File: config.mk
export PLATFORM = sky130hd
export DESIGN_NAME = bus_demux4_32_flat
export DESIGN_NICKNAME = d
export VERILOG_FILES = /design/src/rtl/bus_demux4_32_pkg.sv /design/src/rtl/bus_demux4_32_if.sv /design/src/rtl/bus_demux4_32_rdata_sel4.sv /design/src/rtl/bus_demux4_32.sv /design/src/flat_wrapper.sv
export SDC_FILE = /design/constraint.sdc
export NUM_CORES = 1
export LEC_CHECK = 0
export BUFFER_PORTS_ARGS = -buffer_cell sky130_fd_sc_hd__buf_2
export CAP_MARGIN = 20
export CORE_MARGIN = 5
export CORE_UTILIZATION = 44
export CTS_CLUSTER_SIZE = 25
export DETAILED_ROUTE_END_ITERATION = 16
export PLACE_DENSITY = 0.78
export SLEW_MARGIN = 20
export SYNTH_ARGS = -nofsm -noshare
export SYNTH_HDL_FRONTEND = slang
export SYNTH_SLANG_ARGS = --single-unit
export TNS_END_PERCENT = 5
File: constraint.sdc
create_clock -name clk -period 2.1 [get_ports clk]
set_clock_uncertainty 0.05 [all_clocks]
set_input_delay 0.315 -clock clk [delete_from_list [all_inputs] [get_ports clk]]
set_output_delay 0.315 -clock clk [all_outputs]
set_load 0.005 [all_outputs]
File: src/rtl/bus_demux4_32_pkg.sv
// soc_bus_pkg: shared state encoding, slave indices and defaults for the SoC request router
package soc_bus_pkg;
  typedef enum logic [1:0] {IDLE = 2'd0, WAIT = 2'd1, DONE = 2'd2} state_t;
  localparam logic [1:0] SLV_RAM = 2'd0;
  localparam logic [1:0] SLV_ROM = 2'd1;
  localparam logic [1:0] SLV_GPIO = 2'd2;
  localparam logic [1:0] SLV_TMR = 2'd3;
  localparam int DEF_TIMEOUT = 15;
  localparam logic [31:0] DEF_ERR_DATA = 32'hDEAD_BEEF;
  function automatic logic [3:0] onehot4(input logic [1:0] sel);
    return 4'b0001 << sel;
  endfunction
endpackage

File: src/rtl/bus_demux4_32_if.sv
// bus_demux4_32_if: master-side request bus plus the four slave ports of the router
interface bus_demux4_32_if;
  logic        m_req;
  logic        m_we;
  logic [31:0] m_addr;
  logic [31:0] m_wdata;
  logic [31:0] m_rdata;
  logic        m_ack;
  logic        m_err;
  logic        m_busy;
  logic [3:0]  s_req;
  logic        s_we;
  logic [31:0] s_addr;
  logic [31:0] s_wdata;
  logic [31:0] s_rdata0;
  logic [31:0] s_rdata1;
  logic [31:0] s_rdata2;
  logic [31:0] s_rdata3;
  logic [3:0]  s_ack;
  modport slave (
    input  m_req, m_we, m_addr, m_wdata, s_rdata0, s_rdata1, s_rdata2, s_rdata3, s_ack,
    output m_rdata, m_ack, m_err, m_busy, s_req, s_we, s_addr, s_wdata
  );
  modport master (
    output m_req, m_we, m_addr, m_wdata, s_rdata0, s_rdata1, s_rdata2, s_rdata3, s_ack,
    input  m_rdata, m_ack, m_err, m_busy, s_req, s_we, s_addr, s_wdata
  );
endinterface

File: src/rtl/bus_demux4_32_rdata_sel4.sv
// rdata_sel4: 4:1 32-bit combinational read-data selector keyed by slave index
module rdata_sel4
  import soc_bus_pkg::*;
(
  input  logic [1:0]  i_sel,
  input  logic [31:0] i_d0,
  input  logic [31:0] i_d1,
  input  logic [31:0] i_d2,
  input  logic [31:0] i_d3,
  output logic [31:0] o_d
);
  always_comb o_d = i_sel == SLV_RAM  ? i_d0 :
                    i_sel == SLV_ROM  ? i_d1 :
                    i_sel == SLV_GPIO ? i_d2 :
                    i_sel == SLV_TMR  ? i_d3 : '0;
endmodule

File: src/rtl/bus_demux4_32.sv
// bus_demux4_32: routes one registered master request to one of four slaves by addr[31:30],
// returns the slave's read data on ack, or ERR_DATA with an error pulse after TIMEOUT idle cycles
module bus_demux4_32
  import soc_bus_pkg::*;
#(
  parameter int          TIMEOUT  = DEF_TIMEOUT,
  parameter logic [31:0] ERR_DATA = DEF_ERR_DATA
) (
  input logic clk,
  input logic rst_n,
  bus_demux4_32_if.slave bus
);
  state_t      r_state, w_state_nx;
  logic [1:0]  r_sel, w_sel_nx;
  logic        r_we, w_we_nx;
  logic [29:0] r_addr, w_addr_nx;
  logic [31:0] r_wdata, w_wdata_nx;
  logic [31:0] r_rdata, w_rdata_nx;
  logic [7:0]  r_cnt, w_cnt_nx;
  logic [3:0]  r_sreq, w_sreq_nx;
  logic        r_ack, w_ack_nx;
  logic        r_err, w_err_nx;
  logic        r_busy, w_busy_nx;
  logic [31:0] w_sel_rdata;
  logic        w_hit;
  logic        w_expired;
  rdata_sel4 u_rdata_sel4 (
    .i_sel(r_sel),
    .i_d0 (bus.s_rdata0),
    .i_d1 (bus.s_rdata1),
    .i_d2 (bus.s_rdata2),
    .i_d3 (bus.s_rdata3),
    .o_d  (w_sel_rdata)
  );
  assign w_hit     = bus.s_ack[r_sel];
  assign w_expired = r_cnt == 8'(TIMEOUT - 1);
  always_comb begin
    w_state_nx = r_state;
    w_sel_nx   = r_sel;
    w_we_nx    = r_we;
    w_addr_nx  = r_addr;
    w_wdata_nx = r_wdata;
    w_rdata_nx = r_rdata;
    w_cnt_nx   = r_cnt;
    w_sreq_nx  = r_sreq;
    w_busy_nx  = r_busy;
    w_ack_nx   = 1'b0;
    w_err_nx   = 1'b0;
    case (r_state)
      IDLE: if (bus.m_req) begin
        w_state_nx = WAIT;
        w_sel_nx   = bus.m_addr[31:30];
        w_we_nx    = bus.m_we;
        w_addr_nx  = bus.m_addr[29:0];
        w_wdata_nx = bus.m_wdata;
        w_sreq_nx  = onehot4(bus.m_addr[31:30]);
        w_busy_nx  = 1'b1;
        w_cnt_nx   = '0;
      end
      // an ack on the final counter cycle still completes normally
      WAIT: if (w_hit) begin
        w_state_nx = DONE;
        w_rdata_nx = r_we ? '0 : w_sel_rdata;
        w_ack_nx   = 1'b1;
        w_sreq_nx  = '0;
      end else if (w_expired) begin
        w_state_nx = DONE;
        w_rdata_nx = ERR_DATA;
        w_err_nx   = 1'b1;
        w_sreq_nx  = '0;
      end else begin
        w_cnt_nx = r_cnt + 8'd1;
      end
      DONE: begin
        w_state_nx = IDLE;
        w_busy_nx  = 1'b0;
      end
      default: w_state_nx = IDLE;
    endcase
  end
  always_ff @(posedge clk or negedge rst_n)
    if (!rst_n) begin
      r_state <= IDLE;
      r_sel   <= '0;
      r_we    <= 1'b0;
      r_addr  <= '0;
      r_wdata <= '0;
      r_rdata <= '0;
      r_cnt   <= '0;
      r_sreq  <= '0;
      r_ack   <= 1'b0;
      r_err   <= 1'b0;
      r_busy  <= 1'b0;
    end else begin
      r_state <= w_state_nx;
      r_sel   <= w_sel_nx;
      r_we    <= w_we_nx;
      r_addr  <= w_addr_nx;
      r_wdata <= w_wdata_nx;
      r_rdata <= w_rdata_nx;
      r_cnt   <= w_cnt_nx;
      r_sreq  <= w_sreq_nx;
      r_ack   <= w_ack_nx;
      r_err   <= w_err_nx;
      r_busy  <= w_busy_nx;
    end
  assign bus.m_rdata = r_rdata;
  assign bus.m_ack   = r_ack;
  assign bus.m_err   = r_err;
  assign bus.m_busy  = r_busy;
  assign bus.s_req   = r_sreq;
  assign bus.s_we    = r_we;
  assign bus.s_addr  = {2'b00, r_addr};
  assign bus.s_wdata = r_wdata;
endmodule

File: src/flat_wrapper.sv
// flat-port wrapper written by rule: the top's interface ports become plain ports
module bus_demux4_32_flat import soc_bus_pkg::*;
#(
  parameter int          TIMEOUT  = DEF_TIMEOUT,
  parameter logic [31:0] ERR_DATA = DEF_ERR_DATA
)
  (clk, rst_n, bus_m_req, bus_m_we, bus_m_addr, bus_m_wdata, bus_s_rdata0, bus_s_rdata1, bus_s_rdata2, bus_s_rdata3, bus_s_ack, bus_m_rdata, bus_m_ack, bus_m_err, bus_m_busy, bus_s_req, bus_s_we, bus_s_addr, bus_s_wdata);
  bus_demux4_32_if bus_i ();
  input logic clk;
  input logic rst_n;
  input wire logic [$bits(bus_i.m_req)-1:0] bus_m_req;
  input wire logic [$bits(bus_i.m_we)-1:0] bus_m_we;
  input wire logic [$bits(bus_i.m_addr)-1:0] bus_m_addr;
  input wire logic [$bits(bus_i.m_wdata)-1:0] bus_m_wdata;
  input wire logic [$bits(bus_i.s_rdata0)-1:0] bus_s_rdata0;
  input wire logic [$bits(bus_i.s_rdata1)-1:0] bus_s_rdata1;
  input wire logic [$bits(bus_i.s_rdata2)-1:0] bus_s_rdata2;
  input wire logic [$bits(bus_i.s_rdata3)-1:0] bus_s_rdata3;
  input wire logic [$bits(bus_i.s_ack)-1:0] bus_s_ack;
  output wire logic [$bits(bus_i.m_rdata)-1:0] bus_m_rdata;
  output wire logic [$bits(bus_i.m_ack)-1:0] bus_m_ack;
  output wire logic [$bits(bus_i.m_err)-1:0] bus_m_err;
  output wire logic [$bits(bus_i.m_busy)-1:0] bus_m_busy;
  output wire logic [$bits(bus_i.s_req)-1:0] bus_s_req;
  output wire logic [$bits(bus_i.s_we)-1:0] bus_s_we;
  output wire logic [$bits(bus_i.s_addr)-1:0] bus_s_addr;
  output wire logic [$bits(bus_i.s_wdata)-1:0] bus_s_wdata;
  assign bus_i.m_req = bus_m_req;
  assign bus_i.m_we = bus_m_we;
  assign bus_i.m_addr = bus_m_addr;
  assign bus_i.m_wdata = bus_m_wdata;
  assign bus_i.s_rdata0 = bus_s_rdata0;
  assign bus_i.s_rdata1 = bus_s_rdata1;
  assign bus_i.s_rdata2 = bus_s_rdata2;
  assign bus_i.s_rdata3 = bus_s_rdata3;
  assign bus_i.s_ack = bus_s_ack;
  assign bus_m_rdata = bus_i.m_rdata;
  assign bus_m_ack = bus_i.m_ack;
  assign bus_m_err = bus_i.m_err;
  assign bus_m_busy = bus_i.m_busy;
  assign bus_s_req = bus_i.s_req;
  assign bus_s_we = bus_i.s_we;
  assign bus_s_addr = bus_i.s_addr;
  assign bus_s_wdata = bus_i.s_wdata;
  bus_demux4_32 #(.TIMEOUT(TIMEOUT), .ERR_DATA(ERR_DATA)) u_core (.clk(clk), .rst_n(rst_n), .bus(bus_i));
endmodule
==> results of run 1 <==
[registers in the layout (all words and copies together), names as in the netlist]
signal and flops:
u_core.bus.m_busy 1, u_core.r_sel 2, u_core.r_state 2, u_core.bus.m_rdata 32, u_core.r_cnt 8, u_core.r_addr 30, u_core.bus.s_req 4, u_core.bus.m_ack 1
u_core.bus.m_err 1, u_core.bus.s_wdata 32, u_core.bus.s_we 1
[placed cells by master, fill, tap and decap left out, types with 3 or more instances in the layout]
| cell | instances |
|---|---|
| dfrtp_1 | 113 |
| clkbuf_8 | 3 |
| clkbuf_16 | 17 |
| a22o_1 | 8 |
| buf_12 | 4 |
| mux4_2 | 33 |
| nor3_1 | 3 |
| a2bb2oi_1 | 24 |
| o22ai_1 | 4 |
| nand3_1 | 3 |
| clkinv_2 | 5 |
| nor2_1 | 4 |
| nand2b_1 | 25 |
| inv_1 | 6 |
| nand2_1 | 201 |
| xnor2_1 | 3 |
| bufinv_16 | 5 |
| mux2i_1 | 3 |
| buf_2 | 300 |
| buf_4 | 10 |
[per-layer routing]
metal | global-route usage | wire, um | vias to the layer above | part of all wire
met5 | 0 | 13 | - | 0.00077
met4 | 0.0838 | 284 | 2 | 0.017
met3 | 0.0912 | 1710 | 27 | 0.10
met2 | 0.380 | 8260 | 243 | 0.49
met1 | 0.295 | 6680 | 2309 | 0.39
li1 | - | - | 2276 | -
[critical path, cell delays in order (launching register included)]
cell and delay (ns):
dfrtp_2 0.37, mux4_2 0.63, o21ai_4 0.35, inv_2 0.14, buf_12 0.18, a2bb2oi_1 0.14
[metrics by stage]
step / hold slack (ns) / util
floorplan: -0.0306 / -
global placement: 0.239 / 0.587
detailed placement: 0.242 / 0.587
CTS: 0.0277 / 0.642
global route: 0.0307 / 0.642
finish: 0.0434 / 0.642
[path summary, 6_finish.rpt]
| path | cells past startpoint | to | from |
|---|---|---|---|
| worst max-delay path | 5 | u_core.bus.m_rdata[15]$_DFFE_PN0P_ | u_core.r_sel[0]$_DFFE_PN0P_ |
| worst min-delay path | 3 | u_core.bus.s_wdata[19]$_DFFE_PN0P_ | bus_m_wdata[19] |
| worst max register to register | 5 | u_core.bus.m_rdata[15]$_DFFE_PN0P_ | u_core.r_sel[0]$_DFFE_PN0P_ |
| worst min register to register | 2 | u_core.r_addr[2]$_DFFE_PN0P_ | u_core.r_addr[2]$_DFFE_PN0P_ |
| max in group asynchronous | 3 | u_core.bus.m_rdata[29]$_DFFE_PN0P_ | rst_n |
| min in group asynchronous | 2 | u_core.bus.s_wdata[10]$_DFFE_PN0P_ | rst_n |
[cell type report]
class	instances	area, um2	share of cell area
multi-input combinational	338	2290	0.299
inverter	8	30.0	0.00391
antenna	1	2.50	0.000326
clock inverter	11	183	0.0238
tap	147	184	0.0239
clock buffer	20	467	0.0608
timing repair buffer	315	1670	0.217
sequential	114	2850	0.372
[power breakdown]
group / internal [mW] / total, mW / switching [mW]
clock: 2.18 / 3.15 / 0.971
combinational: 2.24 / 4.51 / 2.27
sequential: 3.21 / 3.81 / 0.602
total: 7.63 / 11.5 / 3.84
[logic make-up (layout without fill, tap and decap cells)]
| group | count (synthesis) | in the layout |
|---|---|---|
| AO/OA/AOI/OAI | 43 | 43 |
| XOR/XNOR | 3 | 3 |
| adder cells (fa/ha/maj) | 2 | 2 |
| buffers and inverters | 43 | 354 |
| flip-flops | 114 | 114 |
| multiplexers | 36 | 36 |
| other | 1 | 3 |
| AND/OR/NAND/NOR | 252 | 252 |
[timing repair]
action	in CTS	in global routing
gates resized for setup	0	1
hold buffers	1	0
setup endpoints to repair	0	3
hold endpoints to repair	29	0
[synthesized netlist by cell type (3+ instances only)]
master | n | area, um2
buf_2 | 7 | 35.0
o22ai_1 | 4 | 25.0
clkbuf_1 | 21 | 78.8
nand2_1 | 201 | 754
mux2i_1 | 3 | 30.0
dfrtp_1 | 114 | 2850
buf_6 | 4 | 45.0
xnor2_1 | 3 | 26.3
nor3_1 | 3 | 15.0
nand2b_1 | 25 | 156
inv_1 | 6 | 22.5
a2bb2oi_1 | 24 | 210
a22o_1 | 8 | 70.1
and3_1 | 3 | 18.8
nand3_1 | 4 | 20.0
mux4_2 | 33 | 743
nor2_1 | 5 | 18.8
==> results.md, run 1 <==
* Status: finished, final reports clean
* Slew margin rel. at 0.597
* Critical Path Fanout Max at 24
* RSZ-0062 raised after global routing: false
* Post-layout instance area at 7680 um2
* Num CTS Buffers at 17
* Placed Cells at 921
* Post-DP HPWL at 13000 um
* Unique masters post-synth at 37
* Total Nets Final at 996
* Total negative slack at 0 ns
* Htree depth at 4
* Avg Cell Area, Syn at 10.8 um2
* Drt pass-1 iters at 4
* Vias in the first global route at 5097
* WS Path Type: reg -> reg
* Max_cap viols at 0
* Peak supply drop at 0.784 mV
* CP required at 2.31 ns
* First-pass GRT wire length at 26600 um
* Worst R2R Setup Slack at 0.1 ns
* Post-synthesis mux area share at 0.145
* CTS max path bufs at 2
* IO Count at 304
* Gr ovfl total at 0
* TritonCTS Sinks at 114
* Compound-gate portion of the synthesized area at 0.0675
* Post-Syn Instances at 494
* CTS tree: built
* Pin count of the biggest net entering global routing at 45
* Hold Crit Class: in -> reg
* Post-DP Area at 7020 um2
* Width of the die at 120 um
* Reg clk slew, reported paths at 0.05 ns
* Final non-filler cell total at 954
* Final WS setup at 0.0965 ns
* Mapped Area at 5340 um2
* Pwr/cell area at 1490 nW/um2
* Worst-Skew Late Latency at 0.40 ns
* Sequential area share after synthesis at 0.534
* DRC Markers at 0
* FFs w/ async S/R, synth at 1.00
* Die Y at 120 um
* Via density at 5.09
* Share of layout cells above drive strength 1 at 0.484
* Post-CTS setup buffers at 0
* Hold Fails Final Rpt at 0
* Final wirelength at 17000 um
* Crit end category: flop
* Total GRT Usage at 0.237
* Area of the core at 12000 um2
* Main combinational cell family by area after synthesis: simple AND/OR/NAND/NOR gates
* Die area at 14400 um2
* Placement Setup Slack at 0.105 ns
* Per-cell routed wire length at 17.8 um
* XOR/XNOR share of the synthesized area at 0.00492
* # setup viols final at 0
* Critical Path Start Type: flop
* Iteration-0 DRC Markers at 311
* PortBufs at 301
* Period utilization at 0.954
* Root Driver: clkbuf_16
* Initial antenna violation count at 2
* Synth warnings at 0
* Main synth FF type: dfrtp_1
* Via count at 4857
* Synth-to-layout area growth at 43.8%
* Fmax at 499 MHz
* #FFs+latches synth at 114
* Post-synth EDFFs at 0
* Starting Density at 0.447
* Post-synthesis adder-cell area fraction at 0.00468
* Simple-Gate Fraction of Synth Area at 0.204
* Rows at 40
* Worst EP arrival at 2.21 ns
* Minimum clock period at 2.00 ns
* Slew Viols, Final at 0
* Leakage at 4.11 nW
* Fillers at 996
* Post-DRT Antenna Nets at 0
* Power, Total at 11.5 mW
* GP Congestion at 0.915
* Worst-margin pin slew at 0.605 ns
Power figures use the tool's default switching activity.
==> run 2, diff against run 1 <==
--- a/config.mk
+++ b/config.mk
@@ -6,5 +6,5 @@
 export NUM_CORES = 1
 export LEC_CHECK = 0
-export BUFFER_PORTS_ARGS = -buffer_cell sky130_fd_sc_hd__buf_2
+export BUFFER_PORTS_ARGS = -buffer_cell sky130_fd_sc_hd__buf_4
 export CAP_MARGIN = 20
 export CORE_MARGIN = 5
@@ -13,4 +13,5 @@
 export DETAILED_ROUTE_END_ITERATION = 16
 export PLACE_DENSITY = 0.78
+export RECOVER_POWER = 100
 export SLEW_MARGIN = 20
 export SYNTH_ARGS = -nofsm -noshare
==> constraint.sdc (replaced) <==
create_clock -name clk -period 2.1 [get_ports clk]
set_clock_uncertainty 0.05 [all_clocks]
set_input_delay 0 -clock clk [delete_from_list [all_inputs] [get_ports clk]]
set_output_delay 0 -clock clk [all_outputs]
set_load 0.005 [all_outputs]
==> results.md, run 2 (synthesis results as in run 1) <==
* Status: finished, final reports clean
* Pin count of the biggest net entering global routing at 52 (+16%)
* RR Startpoint: u_core.r_cnt[0]$_DFFE_PN0P_
* Slew margin rel. at 0.232 (-0.365)
* Width of the die at 120 um (unchanged)
* Per-cell routed wire length at 19.6 um (+10%)
* Area of the core at 12000 um2 (unchanged)
* Iteration-0 DRC Markers at 332 (+6.8%)
* Pwr/cell area at 1280 nW/um2 (-14%)
* Clock share of power at 0.231 (-0.044)
* Slew Viols, Final at 0 (unchanged)
* Final wirelength at 20500 um (+21%)
* Root Driver: clkbuf_16
* Total GRT Usage at 0.287 (+0.0498)
* Commonest non-fill, non-tap cell in the layout: buf_4
* PortBufs at 301 (unchanged)
* Leakage at 4.50 nW (+9.6%)
* Peak supply drop at 0.763 mV (-2.7%)
* Gr ovfl total at 0 (unchanged)
* Rows at 40 (unchanged)
* Switching Fraction at 0.346 (+0.0114)
* WS Path Type: reg -> reg
* Initial antenna violation count at 2 (unchanged)
* Critical Path Fanout Max at 24 (unchanged)
* Via density at 5.26 (+3.3%)
* IO Count at 304 (unchanged)
* Cell Chain, Critical Path: inv_1 > ha_1 > nor4bb_1 > and3_2 > o21ai_4 > inv_2 > buf_12 > a2bb2oi_1
* Hold Crit Class: in -> reg
* Placed Cells at 920 (-0.11%)
* Total negative slack at 0 ns (unchanged)
* Synth-to-layout area growth at 69.0%
* Total Nets Final at 1084 (+8.8%)
* CP required at 2.37 ns (+0.06 ns)
* Post-CTS setup buffers at 0 (unchanged)
* CTS max path bufs at 2 (unchanged)
* Htree depth at 4 (unchanged)
* DRC Markers at 0 (unchanged)
* # setup viols final at 0 (unchanged)
* Max_cap viols at 0 (unchanged)
* Minimum clock period at 1.90 ns (-0.0987 ns)
* Critical Path Start Type: flop
* Share of layout cells above drive strength 1 at 0.391 (-0.0931)
* Crit end category: flop
* Sequential Power Share at 0.335 (+0.003)
* Period utilization at 0.907 (-0.0470)
* Post-DRT Antenna Nets at 0 (unchanged)
* GP Congestion at 0.891 (-2.7%)
* Starting Density at 0.447 (unchanged)
* Hold depth at 3 (unchanged)
* RSZ-0062 raised after global routing: false
* Slowest stage delay, CP at 0.41 ns (-0.22 ns)
* Num CTS Buffers at 17 (unchanged)
* Worst Reg2Reg Path Length in Cells at 8 (+3)
* Via count at 5482 (+13%)
* Comb pwr share at 0.435 (+0.042)
* Final non-filler cell total at 1042 (+9.2%)
* Core Util, Final at 0.755 (+0.113)
* Internal at 7.58 mW (-0.69%)
* Reg2reg end: u_core.bus.m_rdata[26]$_DFFE_PN0P_
* Worst-Skew Late Latency at 0.40 ns (about the same)
* Worst EP arrival at 2.17 ns (-0.04 ns)
* Fmax at 525 MHz (+5.2%)
* HP Start: bus_s_rdata3[29]
* Hold Fails Final Rpt at 0 (unchanged)
* P_sw at 4.02 mW (+4.5%)
* Die Y at 120 um (unchanged)
* CTS tree: built
* Worst-margin pin slew at 1.15 ns (+0.548 ns)
* TritonCTS Sinks at 114 (unchanged)
* Die area at 14400 um2 (unchanged)
* Reg clk slew, reported paths at 0.05 ns (about the same)
* Endpoint of the worst hold path: u_core.bus.m_rdata[29]$_DFFE_PN0P_
* Post-DP HPWL at 13800 um (+5.7%)
* Drt pass-1 iters at 4 (unchanged)
* Crit path max-delay cell type: dfrtp_1
* Worst R2R Setup Slack at 0.20 ns (+0.10 ns)
* Vias in the first global route at 5937 (+16%)
* Most frequent cells in the layout: buf_4, nand2_1, dfrtp_1
* First-pass GRT wire length at 32100 um (+21%)
run 2: cell types whose count changed in the layout (fill, tap and decap cells not counted), moves of 2 or more:
cell	delta
buf_2	-300
buf_4	+192
bufinv_16	-4
clkbuf_1	+35
clkbuf_2	+5
clkbuf_4	+71
dlygate4sd3_1	+89
nor4_1	+2
nor4_4	-2
run 2: worst max-delay path: cells and delay by family, from the launching register on:
kind,cells,cell delay (ns)
and+or+nand+nor,2,0.55
DFF,1,0.41
buffers and inverters,3,0.39
AOI/OAI and AO/OA,2,0.25
adders and majority gates,1,0.14
run 2: how the worst max path moves through the flow:
stage / to / startpoint / slack (ns)
after detailed placement: u_core.bus.m_rdata[26]$_DFFE_PN0P_ / u_core.r_cnt[0]$_DFFE_PN0P_ / 0.16
after global routing: u_core.bus.s_wdata[21]$_DFFE_PN0P_ / rst_n / 0.06
after floorplan: u_core.bus.m_rdata[11]$_DFFE_PN0P_ / u_core.r_sel[0]$_DFFE_PN0P_ / 0.25
after CTS: u_core.bus.m_rdata[26]$_DFFE_PN0P_ / u_core.r_cnt[0]$_DFFE_PN0P_ / 0.14
final: u_core.bus.m_rdata[26]$_DFFE_PN0P_ / u_core.r_cnt[0]$_DFFE_PN0P_ / 0.20
after global placement: u_core.bus.m_rdata[26]$_DFFE_PN0P_ / u_core.r_cnt[0]$_DFFE_PN0P_ / 0.23
run 2: layer usage:
layer | global-route usage | share of wire | vias to the layer above
met1 | 0.324 | 0.35 | 2625
met5 | 0 | 0 | -
met3 | 0.0978 | 0.098 | 66
met2 | 0.480 | 0.50 | 339
li1 | - | - | 2452
met4 | 0.155 | 0.051 | 0
run 2: final cells by class:
type | instances | area (um2)
antenna | 2 | 5.00
clock buffer | 24 | 492
clock inverter | 6 | 55.1
fill | 806 | 2930
inverter | 8 | 30.0
multi-input combinational | 338 | 2250
sequential | 114 | 2850
tap | 147 | 184
timing repair buffer | 403 | 3160
run 2: power by group through the flow:
stage,sequential (mW),clock (mW),combinational [mW]
2_1_floorplan,3.82,0,2.69
3_3_place_gp,3.85,0,5.04
3_5_place_dp,3.87,0,5.19
4_1_cts,3.87,2.70,5.32
5_1_grt,3.99,2.82,5.54
6_report,3.88,2.67,5.04
run 2: through the flow:
stage | setup slack, ns | total power [mW] | area, um2 | hold slack [ns]
6_report | 0.195 | 11.6 | 9030 | 0.0142
4_1_cts | 0.137 | 11.9 | 9210 | 0.000325
5_1_grt | 0.0604 | 12.3 | 9030 | 0.0218
3_3_place_gp | 0.230 | 8.89 | 7760 | -0.00159
2_1_floorplan | 0.254 | 6.51 | 5350 | -0.346
3_5_place_dp | 0.159 | 9.05 | 7760 | 0.00124
run 2: what timing repair did:
action	in CTS	in global routing
gates resized for setup	0	1
hold buffers	90	0
endpoints found under the hold margin	119	0
endpoints found under the setup margin	0	1
==> run 3, diff against run 2 <==
Settings changed: CAP_MARGIN 20 to not set, CELL_PAD_IN_SITES_DETAIL_PLACEMENT set to 0, CELL_PAD_IN_SITES_GLOBAL_PLACEMENT set to 2, CORE_UTILIZATION 44 to 25, CTS_CLUSTER_SIZE 25 to not set.
==> results.md, run 3 (synthesis results as in run 1) <==
* PortBufs at 301 (unchanged)
* Slew margin rel. at 0.00893 (-0.223)
* Internal at 7.50 mW (-1.0%)
* Via density at 4.45 (-15%)
* P_sw at 4.00 mW (-0.44%)
* Initial antenna violation count at 0 (-2)
* Area of the core at 21000 um2 (+76%)
* Crit end category: flop
* WS Path Type: reg -> reg
* Worst-margin pin slew at 1.49 ns (+0.334 ns)
* Reg clk slew, reported paths at 0.06 ns (about the same)
* Worst-Skew Late Latency at 0.40 ns (about the same)
* Leakage at 4.45 nW (-1.1%)
* Share of layout cells above drive strength 1 at 0.366 (-0.0249)
* Total GRT Usage at 0.158 (-0.129)
* IO Count at 304 (unchanged)
* Iteration-0 DRC Markers at 224 (-33%)
* Critical Path Start Type: flop
* Fillers at 2024 (+150%)
* Pwr/cell area at 1250 nW/um2 (-2.5%)
* Htree depth at 4 (unchanged)
* RSZ-0062 raised after global routing: false
* Starting Density at 0.254 (-0.192)
* CTS max path bufs at 2 (unchanged)
* CTS tree: built
* First-pass GRT wire length at 30600 um (-4.5%)
* Slew Viols, Final at 0 (unchanged)
* Minimum clock period at 1.91 ns (+0.00401 ns)
* Switching Fraction at 0.348 (+0.00134)
* TritonCTS Sinks at 114 (unchanged)
* Total Nets Final at 1088 (+0.37%)
* DRC Markers at 0 (unchanged)
* Synth-to-layout area growth at 72.0%
* Peak supply drop at 0.666 mV (-13%)
* Fmax at 524 MHz (-0.21%)
* Status: finished, final reports clean
* Per-cell routed wire length at 16.5 um (-16%)
* Total negative slack at 0 ns (unchanged)
* Period utilization at 0.909 (+0.00191)
* Vias in the first global route at 5719 (-3.7%)
* GP Congestion at 0.889 (-0.24%)
* Pin count of the biggest net entering global routing at 115 (+120%)
* Post-DRT Antenna Nets at 0 (unchanged)
* Root Driver: clkbuf_16
* Hold Crit Class: in -> reg
* CP required at 2.38 ns (about the same)
* Worst EP arrival at 2.19 ns (+0.02 ns)
* Ant diodes at 0 (-2)
* Clock share of power at 0.241 (+0.010)
* Placement Setup Slack at 0.135 ns (-0.0239 ns)
* Comb pwr share at 0.423 (-0.012)
* Via count at 5226 (-4.7%)
* Final WS setup at 0.191 ns (-0.00401 ns)
* Gr ovfl total at 0 (unchanged)
* Drt pass-1 iters at 4 (unchanged)
* Rows at 53 (+33%)
* Post-DP HPWL at 13800 um (+0.27%)
* Width of the die at 156 um (+30%)
* Hold Fails Final Rpt at 0 (unchanged)
* Most frequent cells in the layout: nand2_1, buf_4, dfrtp_1
* # setup viols final at 0 (unchanged)
* Critical Path Fanout Max at 11 (-54%)
* Die area at 24400 um2 (+69%)
* Final wirelength at 19400 um (-5.3%)
* Num CTS Buffers at 17 (unchanged)
* Max_cap viols at 0 (unchanged)
* Sequential Power Share at 0.336 (about the same)
* Die Y at 156 um (+30%)
[run 3: changes by cell type in the layout (fill, tap and decap cells not counted), sizes merged]
cell and change:
dlygate4sd3 +7, clkbuf -5, clkinv +2, clkinvlp +2, diode -2, buf -1, bufinv +1
[run 3: per-stage QoR]
step | utilization | area, um2 | power (mW) | hold slack, ns | std cells
global route | 0.437 | 9190 | 12.4 | 0.0116 | 1174
floorplan | - | 5350 | 6.51 | -0.346 | 495
CTS | 0.449 | 9430 | 12.2 | 0.00129 | 1174
global placement | 0.376 | 7900 | 9.02 | 0.0795 | 1045
detailed placement | 0.376 | 7900 | 9.15 | 0.101 | 1045
finish | 0.437 | 9190 | 11.5 | 0.0189 | 1174
[run 3: critical path: stages, from the launching register on]
cell and delay [ns]:
dfrtp_2 0.40, mux4_2 0.65, nor3_1 0.49, mux2i_1 0.24
[run 3: final timing paths]
kind	from	to	slack, ns	depth (start not counted)
hold reg to reg	u_core.bus.s_wdata[28]$_DFFE_PN0P_	u_core.bus.s_wdata[28]$_DFFE_PN0P_	0.42	2
min in group asynchronous	rst_n	u_core.bus.s_wdata[22]$_DFFE_PN0P_	0.55	3
max in group asynchronous	rst_n	u_core.r_sel[0]$_DFFE_PN0P_	0.40	3
setup / recovery	u_core.r_sel[0]$_DFFE_PN0P_	u_core.r_cnt[0]$_DFFE_PN0P_	0.19	3
hold / removal	bus_s_rdata0[29]	u_core.bus.m_rdata[29]$_DFFE_PN0P_	0.02	3
setup reg to reg	u_core.r_sel[0]$_DFFE_PN0P_	u_core.r_cnt[0]$_DFFE_PN0P_	0.19	3
[run 3: per-layer routing]
| layer | global-route usage | wire, um | vias up |
|---|---|---|---|
| li1 | - | - | 2463 |
| met1 | 0.187 | 7640 | 2512 |
| met3 | 0.0533 | 1550 | 39 |
| met4 | 0.0599 | 575 | 0 |
| met2 | 0.266 | 9590 | 212 |
| met5 | 0 | 0 | - |
[run 3: layout make-up]
cell class / count / area, um2 / share of cell area
multi-input cells: 338 / 2250 / 0.245
repair buffers: 407 / 3140 / 0.342
flip-flops and latches: 114 / 2850 / 0.311
clock buffers: 21 / 450 / 0.0490
inverters: 8 / 30.0 / 0.00327
clock inverters: 11 / 114 / 0.0124
well taps: 275 / 344 / 0.0375
[run 3: timing repair]
item                                    4_1_cts  5_1_grt
hold buffers                                 97        0
endpoints found under the hold margin       195        0
endpoints found under the setup margin        0       22
gates resized for setup                       0        1
setup buffers                                 0        0
[run 3: power by group through the flow]
stage	clock network (mW)	registers (mW)	logic, mW
3_3_place_gp	0	3.87	5.15
4_1_cts	2.86	3.89	5.41
3_5_place_dp	0	3.90	5.25
6_report	2.78	3.86	4.86
5_1_grt	2.98	4.00	5.39
2_1_floorplan	0	3.82	2.69
